$ cat config.mk
export PLATFORM = sky130hd
export DESIGN_NAME = commutation_ctrl
export DESIGN_NICKNAME = d
export VERILOG_FILES = /design/src/rtl/commutation_pkg.sv /design/src/rtl/commutation_phase.sv /design/src/rtl/commutation_ctrl.sv
export SDC_FILE = /design/constraint.sdc
export NUM_CORES = 1
export LEC_CHECK = 0
export CAP_MARGIN = 10
export CORE_ASPECT_RATIO = 1.2
export CORE_MARGIN = 5
export CORE_UTILIZATION = 50
export CTS_BUF_LIST = sky130_fd_sc_hd__clkbuf_4
export CTS_CLUSTER_DIAMETER = 120
export DETAILED_ROUTE_END_ITERATION = 16
export HOLD_SLACK_MARGIN = 0.02
export PLACE_DENSITY = 0.71
export RECOVER_POWER = 100
export SYNTH_ARGS = -nofsm -noshare
export SYNTH_HDL_FRONTEND = slang
export SYNTH_SLANG_ARGS = --single-unit
$ cat constraint.sdc
create_clock -name clk -period 4.23 [get_ports clk]
set_input_delay 0.846 -clock clk [delete_from_list [all_inputs] [get_ports clk]]
set_output_delay 0.846 -clock clk [all_outputs]
set_load 0.1 [all_outputs]
$ cat src/rtl/commutation_pkg.sv
// Shared types and helpers for the matrix-converter commutation controller.
package commutation_pkg;

    // Per-phase FSM states: idle, steady conduction, four commutation steps.
    typedef enum logic [2:0] {
        ST_OFF = 3'd0,
        ST_ON  = 3'd1,
        ST_S1  = 3'd2,
        ST_S2  = 3'd3,
        ST_S3  = 3'd4,
        ST_S4  = 3'd5
    } phase_state_e;

    // Load codes selecting the input line of a phase.
    localparam logic [1:0] CODE_A   = 2'b00;
    localparam logic [1:0] CODE_B   = 2'b01;
    localparam logic [1:0] CODE_C   = 2'b10;
    localparam logic [1:0] CODE_INV = 2'b11;

    // Per-phase gate field: [5:4] input a {fwd,rev}, [3:2] input b, [1:0] input c.
    localparam int unsigned FIELD_W = 6;
    localparam int unsigned CODE_W  = 2;

    // Places a {fwd,rev} device pair into the field slot of one input line.
    function automatic logic [FIELD_W-1:0] dev_mask(input logic [1:0] src,
                                                    input logic fwd,
                                                    input logic rev);
        logic [FIELD_W-1:0] m;
        m = '0;
        case (src)
            CODE_A:  m = {fwd, rev, 4'b0000};
            CODE_B:  m = {2'b00, fwd, rev, 2'b00};
            CODE_C:  m = {4'b0000, fwd, rev};
            default: m = '0;
        endcase
        return m;
    endfunction

    // Gate pattern for a phase; the conducting device is fwd when sg = 1, rev when sg = 0.
    function automatic logic [FIELD_W-1:0] step_pattern(input phase_state_e st,
                                                        input logic [1:0]   sel,
                                                        input logic [1:0]   tgt,
                                                        input logic         sg);
        logic [FIELD_W-1:0] p;
        p = '0;
        case (st)
            ST_ON:   p = dev_mask(sel, 1'b1, 1'b1);
            ST_S1:   p = dev_mask(sel, sg, ~sg);
            ST_S2:   p = dev_mask(sel, sg, ~sg) | dev_mask(tgt, sg, ~sg);
            ST_S3:   p = dev_mask(tgt, sg, ~sg);
            ST_S4:   p = dev_mask(tgt, 1'b1, 1'b1);
            default: p = '0;
        endcase
        return p;
    endfunction

endpackage

$ cat src/rtl/commutation_phase.sv
// One output phase: source-selection FSM with four-step commutation and dwell counter.
module commutation_phase
    import commutation_pkg::*;
#(
    parameter int unsigned STEP_CYC = 2,
    parameter int unsigned CNT_W    = 4
) (
    input  logic               clk,
    input  logic               rst,
    input  logic               en,
    input  logic [CODE_W-1:0]  code,
    input  logic               sign,
    output logic [FIELD_W-1:0] pattern_c,
    output logic               busy_c,
    output logic               invalid_c
);

    localparam logic [CNT_W-1:0] LAST_CNT = CNT_W'(STEP_CYC - 1);

    phase_state_e      state_q, state_d;
    logic [CODE_W-1:0] sel_q, sel_d;
    logic [CODE_W-1:0] tgt_q, tgt_d;
    logic              sg_q, sg_d;
    logic [CNT_W-1:0]  cnt_q, cnt_d;
    logic              step_done;

    assign step_done = (cnt_q == LAST_CNT);

    // State, selection, frozen sign and dwell counter registers.
    always_ff @(posedge clk or posedge rst) begin
        if (rst) begin
            state_q <= ST_OFF;
            sel_q   <= CODE_A;
            tgt_q   <= CODE_A;
            sg_q    <= 1'b0;
            cnt_q   <= '0;
        end else begin
            state_q <= state_d;
            sel_q   <= sel_d;
            tgt_q   <= tgt_d;
            sg_q    <= sg_d;
            cnt_q   <= cnt_d;
        end
    end

    // Next-state logic; the end of S4 re-evaluates the code so a pending change starts S1 at once.
    always_comb begin
        state_d   = state_q;
        sel_d     = sel_q;
        tgt_d     = tgt_q;
        sg_d      = sg_q;
        cnt_d     = cnt_q;
        invalid_c = 1'b0;
        if (!en) begin
            state_d = ST_OFF;
            cnt_d   = '0;
        end else begin
            case (state_q)
                ST_OFF: begin
                    if (code == CODE_INV) begin
                        invalid_c = 1'b1;
                    end else begin
                        state_d = ST_ON;
                        sel_d   = code;
                    end
                end
                ST_ON: begin
                    if (code == CODE_INV) begin
                        invalid_c = 1'b1;
                    end else if (code != sel_q) begin
                        tgt_d   = code;
                        sg_d    = sign;
                        cnt_d   = '0;
                        state_d = ST_S1;
                    end
                end
                ST_S1: begin
                    if (step_done) begin
                        cnt_d   = '0;
                        state_d = ST_S2;
                    end else begin
                        cnt_d = cnt_q + CNT_W'(1);
                    end
                end
                ST_S2: begin
                    if (step_done) begin
                        cnt_d   = '0;
                        state_d = ST_S3;
                    end else begin
                        cnt_d = cnt_q + CNT_W'(1);
                    end
                end
                ST_S3: begin
                    if (step_done) begin
                        cnt_d   = '0;
                        state_d = ST_S4;
                    end else begin
                        cnt_d = cnt_q + CNT_W'(1);
                    end
                end
                ST_S4: begin
                    if (step_done) begin
                        cnt_d   = '0;
                        sel_d   = tgt_q;
                        state_d = ST_ON;
                        if (code == CODE_INV) begin
                            invalid_c = 1'b1;
                        end else if (code != tgt_q) begin
                            tgt_d   = code;
                            sg_d    = sign;
                            state_d = ST_S1;
                        end
                    end else begin
                        cnt_d = cnt_q + CNT_W'(1);
                    end
                end
                default: begin
                    state_d = ST_OFF;
                    cnt_d   = '0;
                end
            endcase
        end
    end

    // Gate pattern and busy flag decoded from the registered state.
    always_comb begin
        pattern_c = step_pattern(state_q, sel_q, tgt_q, sg_q);
        busy_c    = (state_q == ST_S1) || (state_q == ST_S2) ||
                    (state_q == ST_S3) || (state_q == ST_S4);
    end

endmodule

$ cat src/rtl/commutation_ctrl.sv
// Matrix-converter switch driver: NPH phases, run enable, sticky fault/invalid flags, gated output register.
module commutation_ctrl
    import commutation_pkg::*;
#(
    parameter int unsigned NPH      = 3,
    parameter int unsigned STEP_CYC = 2,
    parameter int unsigned CNT_W    = 4
) (
    input  logic                 clk,
    input  logic                 rst,
    input  logic                 start,
    input  logic                 short,
    input  logic [NPH-1:0]       CurrentSign,
    input  logic [CODE_W*NPH-1:0] DesiredLoad,
    output logic [FIELD_W*NPH-1:0] Sout,
    output logic [NPH-1:0]       busy,
    output logic                 fault,
    output logic                 invalid_seen
);

    localparam int unsigned SOUT_W = FIELD_W * NPH;

    logic              en_q;
    logic [SOUT_W-1:0] pat_c;
    logic [NPH-1:0]    busy_c;
    logic [NPH-1:0]    inv_c;

    // Phase 0 sits in the most significant slot of every per-phase bus.
    for (genvar p = 0; p < NPH; p++) begin : g_phase
        localparam int unsigned IDX = NPH - 1 - p;
        commutation_phase #(
            .STEP_CYC (STEP_CYC),
            .CNT_W    (CNT_W)
        ) u_phase (
            .clk       (clk),
            .rst       (rst),
            .en        (en_q),
            .code      (DesiredLoad[CODE_W*IDX +: CODE_W]),
            .sign      (CurrentSign[IDX]),
            .pattern_c (pat_c[FIELD_W*IDX +: FIELD_W]),
            .busy_c    (busy_c[IDX]),
            .invalid_c (inv_c[IDX])
        );
    end

    // Run enable, sticky flags and the output register; a live or latched short forces all gates off.
    always_ff @(posedge clk or posedge rst) begin
        if (rst) begin
            en_q         <= 1'b0;
            fault        <= 1'b0;
            invalid_seen <= 1'b0;
            busy         <= '0;
            Sout         <= '0;
        end else begin
            en_q         <= start;
            fault        <= fault | short;
            invalid_seen <= invalid_seen | (|inv_c);
            busy         <= busy_c;
            if (fault || short) begin
                Sout <= '0;
            end else begin
                Sout <= pat_c;
            end
        end
    end

endmodule

Word level (Yosys, flattened, before mapping)
Index checks and enable logic that the tools add are counted.

Bits in registers: 60. Bits of input ports: 13. Output and inout port bits: 23. Logic and storage cells: 283.

Add/sub/neg operators: 3. Equality and inequality tests: 81. Multiplexer cells: 127. Bitwise logic cells: 8. Reduce and logical (&&, ||, !) cells: 44.

Operators by type and width (count): $pmux 6 s3 (12); $pmux 6 s5 (3); $mux 3 (27); $pmux 3 s6 (3); $mux 2 (24); $mux 4 (12); $ne 3x2->1 const B (15); $reduce_and 7->1 (6); $mux 6 (6); $pmux 4 s3 (3); $mux 1 (24); $ne 2x2->1 const B (12); $pmux 2 s2 (6); $eq 2x2->1 const B (9); $eq 3x2->1 const B (6); $eq 3x3->1 const B (6); $mux 18 (1); $ne 2x1->1 const B (9); $ne 3x3->1 const B (6); $or 6x6->6 (3); $add 4x1->4 const B (3); $eq 2x1->1 const B (6); $eq 4x1->1 const B (3); $logic_not 2->1 (6); 13 further kinds (52).

Logic depth before layout (Yosys ltp)
Depth after elaboration: 7. Gate-level depth with buffers: 8. Depth with buffers taken out: 7.

By module
Synthesis repeated with hierarchy kept, for this count alone.

Cell total of the unflattened synthesis: 523. Area total of the unflattened synthesis: 4429.2 um^2.

By module, submodules not included: commutation_phase (instances 3, cells each 158, area an instance 1213.7 um^2, sequential area each 300.3 um^2); commutation_ctrl (instances 1, cells each 49, area an instance 788.3 um^2, sequential area each 600.6 um^2).

Least setup slack after synthesis
Ideal clock, no wire load.

Path kind: input to register. Start point: in DesiredLoad[4]. End point: reg g_phase[0].u_phase.state_q[0]. Setup time: 116 ps. Arrival time: 2173 ps. Required time: 4114 ps. Setup slack: 1942 ps. Cell stages on the path: 6. Path buffers: 1. Cell sequence: buf_1 > or3_1 > a221oi_1 > nor3_1 > or3_1 > o311ai_0.

Word-level cells in the longest chain between the ends: 6. Elaborated cells on any way between the ends: 12. Classes of those cells: 6 x eq/ne; 5 x mux; 1 x reduce/logical.

RTL lines: from (decl) (RTL line commutation_ctrl.sv:14) `input logic [CODE_W*NPH-1:0] DesiredLoad,`; $ne 2x2->1 (RTL line commutation_phase.sv:108) `end else if (code != tgt_q) begin`; $mux 2 (RTL line commutation_phase.sv:108); $mux 3 (RTL line commutation_phase.sv:106) `if (code == CODE_INV) begin`; $mux 3 (RTL line commutation_phase.sv:102) `if (step_done) begin`; $pmux 3 s6 (RTL line commutation_phase.sv:58) `case (state_q)`; $mux 3 (RTL line commutation_phase.sv:54) `if (!en) begin`; to (signal assigned) (RTL line commutation_phase.sv:38) `state_q <= state_d;`; to (decl) (RTL line commutation_phase.sv:20) `phase_state_e state_q, state_d;`.

Parallel ways exist; a longest one is shown, timed or not. The select of a mux whose other input is x is not followed. A chain may end at the register's enable or synchronous reset.

Final worst setup path
Start point: reg invalid_seen. End point: out invalid_seen.

RTL lines: from (decl) (RTL line commutation_ctrl.sv:18) `output logic invalid_seen`; from (signal assigned) (RTL line commutation_ctrl.sv:57) `invalid_seen <= invalid_seen | (|inv_c);`.

No word-level cell between the ends.

==> qor.yml <==
outcome:
  outcome: "finished clean"
clocking:
  cts_tree: "done"
  cts_max_level: 3
  numCtsBuffers: 9
  hold_buffers: 0
  numClockSinks: 60
  clk_pin_slew_ns: 0.11
  cts.root.buffer_cell: "clkbuf_4"
  clockBufferDepth: 2
  cts_resized: 0
  postCtsSetupRepairBufs: 0
  insertion_delay_ns: 0.41
pwr:
  p_sw_w: 0.00106
  power.share.clock_pct: 19.0
  ir_worst_vdd_v: 0.000319
  p_leak_nw: 1.89
  seq_power_share_pct: 39.4
  power_density_nw_per_um2: 552
  power.internal_w: 0.00136
  switching_share_pct: 43.7
  p_comb_share_pct: 41.6
timing:
  relSlewSlack_pct: 33.4
  finalMaxSlewViolations: 0
  fin_crit_ns: 2.85
  worstMarginPinSlew_ns: 0.996
  rsz0062_at_grt: "false"
  hold_violations: 0
  finalSetupViolCount: 0
  fmax_mhz: 351
  min_period_over_period_pct: 67.3
  worst_clock_skew_ns: 0.0160
  tns_ns: 0
layout:
  fin_area_um2: 4370
  fillers: 680
  multi_input_area_um2: 2130
  register_area_um2: 1500
  final_nets: 493
  drive_above_1_share_pct: 6.74
  syn_to_final_growth_pct: 14.0
  diodes: 0
logic_synthesis:
  synth-seq-area-share_pct: 39.1
  synth_top_cells_by_count: "dfrtp_1 (60), a21oi_1 (41), nor2_1 (35)"
  ys.flop_type: "dfrtp_1"
  avgSynthCellArea_um2: 8.60
  synth_top_area_share_pct: 39.1
  synth_seq_cells: 60
  synth_nets: 469
  yosysMostFrequentCell: "dfrtp_1"
  synth-async-reset-ratio_pct: 100
  synth.distinct_cells: 61
  synth-edff-count: 0
  synth_area_um2: 3840
  synth_top_area_cell: "dfrtp_1"
  synthTopCellsByArea: "dfrtp_1 (39%), a21oi_1 (5.3%), mux2i_1 (3.9%)"
  syn_inst: 446
  ys_warn_count: 0
routing:
  num_vias: 3395
  wire_per_inst_um: 15.1
  viasPerCell: 5.99
  drt_iter0_markers: 194
  drc: 0
  drt-pass1-iter-count: 5
  wirelength_mm: 8.59
  postRouteAntennaNets: 0
global_routing:
  grt_max_degree: 41
  grt_pass1_vias: 3234
  gr-total-overflow: 0
  grt_pass1_wl_mm: 14.6
  grt_use_total_pct: 18.3
  antenna_found_initial: 0
setup_path:
  slowest_delay_ns: 1.21
  critPathBufInv: 1
  crit_chain: "dlygate4sd3_1"
  setup.worst_path.start_class: "register"
  critPathKind: "reg -> out"
  crit_cells: 1
  reg2regPathDepth: 5
  crit_family: "buffers and inverters"
  slowest_stage: "dlygate4sd3_1"
  end_kind: "output pin"
  required_ns: 3.38
  cp.arrival_ns: 2.00
  cp_max_fo: 2
floorplanning:
  design.core.area_um2: 7580
  floorplan.initialDensity_pct: 50.7
  placementRows: 35
  die_x_um: 90.0
  io_pins: 36
  die_y_um: 106
  die-area_um2: 9530
place:
  hpwlAfterDp_mm: 6.24
  placed_cell_area_um2: 4220
  place_congestion: 0.896
  portBuffers: 35
run:
  maxCapViolations: 0
hold_path:
  hold_path_class: "reg -> reg"
  holdPathStages: 1
per-stage QoR:
step / instances / hold slack, ns / util (%) / worst slack, ns / power (W)
floorplan: 446 / 0.474 / - / 1.90 / 0.00173
global placement: 551 / 0.476 / 55.7 / 1.44 / 0.00193
detailed placement: 551 / 0.485 / 55.7 / 1.42 / 0.00197
CTS: 567 / 0.508 / 57.8 / 1.42 / 0.00244
global route: 567 / 0.533 / 57.7 / 1.32 / 0.00260
finish: 567 / 0.497 / 57.7 / 1.38 / 0.00241
cell type report:
| class | count | share of cell area [%] |
|---|---|---|
| clock buffer | 11 | 1.89 |
| inverter | 28 | 2.40 |
| timing repair buffer | 37 | 8.21 |
| multi-input combinational | 334 | 48.8 |
| clock inverter | 5 | 1.75 |
| tap | 92 | 2.63 |
| sequential | 60 | 34.3 |
path summary, 6_finish.rpt:
check,start,endpoint,slack (ns)
worst max register to register,en_q$_DFF_PP0_,g_phase[2].u_phase.tgt_q[0]$_DFFE_PP0P_,1.80
worst min-delay path,invalid_seen$_DFF_PP0_,invalid_seen$_DFF_PP0_,0.50
worst min register to register,invalid_seen$_DFF_PP0_,invalid_seen$_DFF_PP0_,0.50
worst max-delay path,invalid_seen$_DFF_PP0_,invalid_seen,1.38
min in group asynchronous,rst,Sout[4]$_DFF_PP0_,1.02
max in group asynchronous,rst,g_phase[0].u_phase.cnt_q[2]$_DFFE_PP0P_,1.79
per-layer routing:
metal / track usage [%] / share of wire (%) / up-vias
met2: 31.3 / 52 / 75
li1: - / - / 1673
met3: 3.47 / 4.1 / 14
met4: 8.94 / 1.7 / 0
met5: 0 / 0 / -
met1: 22.1 / 43 / 1633
power groups by stage:
stage,clock network [W],registers (W),logic (W)
floorplan,0,0.000890,0.000845
global placement,0,0.000948,0.000986
detailed placement,0,0.000956,0.00101
CTS,0.000472,0.000945,0.00102
global route,0.000501,0.000983,0.00112
finish,0.000458,0.000951,0.00101
sequential cells by signal, indices dropped and copies added (netlist names):
register / cells
en_q: 1
busy: 3
g_phase.u_phase.tgt_q: 6
g_phase.u_phase.sel_q: 6
invalid_seen: 1
g_phase.u_phase.cnt_q: 12
Sout: 18
g_phase.u_phase.sg_q: 3
fault: 1
g_phase.u_phase.state_q: 9
kinds of logic (layout without fill, tap and decap cells):
family                   after synthesis  count (layout)  share of synthesized area, %
AO/OA/AOI/OAI                        132             132                          22.4
multiplexers                          27              27                          7.43
adder cells (fa/ha/maj)               10              10                          3.26
AND/OR/NAND/NOR                      163             163                          22.1
XOR/XNOR                               2               2                         0.457
buffers and inverters                 52              81                          5.22
flip-flops                            60              60                          39.1
layout by cell type, fill, tap and decap left out, types with 3 or more instances in the layout:
| master | count |
|---|---|
| dfrtp_1 | 60 |
| a21oi_1 | 41 |
| nor2_1 | 35 |
| nand2_1 | 29 |
| dlygate4sd3_1 | 29 |
| inv_1 | 26 |
| nand3_1 | 21 |
| o21ai_0 | 20 |
| nor3_1 | 16 |
| mux2i_1 | 15 |
| nand2b_1 | 15 |
| nor2b_1 | 13 |
| o22ai_1 | 13 |
| mux2_2 | 11 |
| clkbuf_4 | 11 |
| ha_1 | 10 |
| and2_0 | 7 |
| a31oi_1 | 7 |
| clkdlybuf4s50_1 | 6 |
| nor3b_1 | 4 |
| a21o_1 | 4 |
| o21a_1 | 4 |
| o221ai_1 | 3 |
| a21boi_0 | 3 |
| o211ai_1 | 3 |
| clkinv_1 | 3 |
| and3_1 | 3 |
| a2bb2oi_1 | 3 |
| a32o_1 | 3 |
| or3_1 | 3 |
| o2111ai_1 | 3 |
| o32ai_1 | 3 |
| a22o_1 | 3 |
Power figures use the tool's default switching activity.
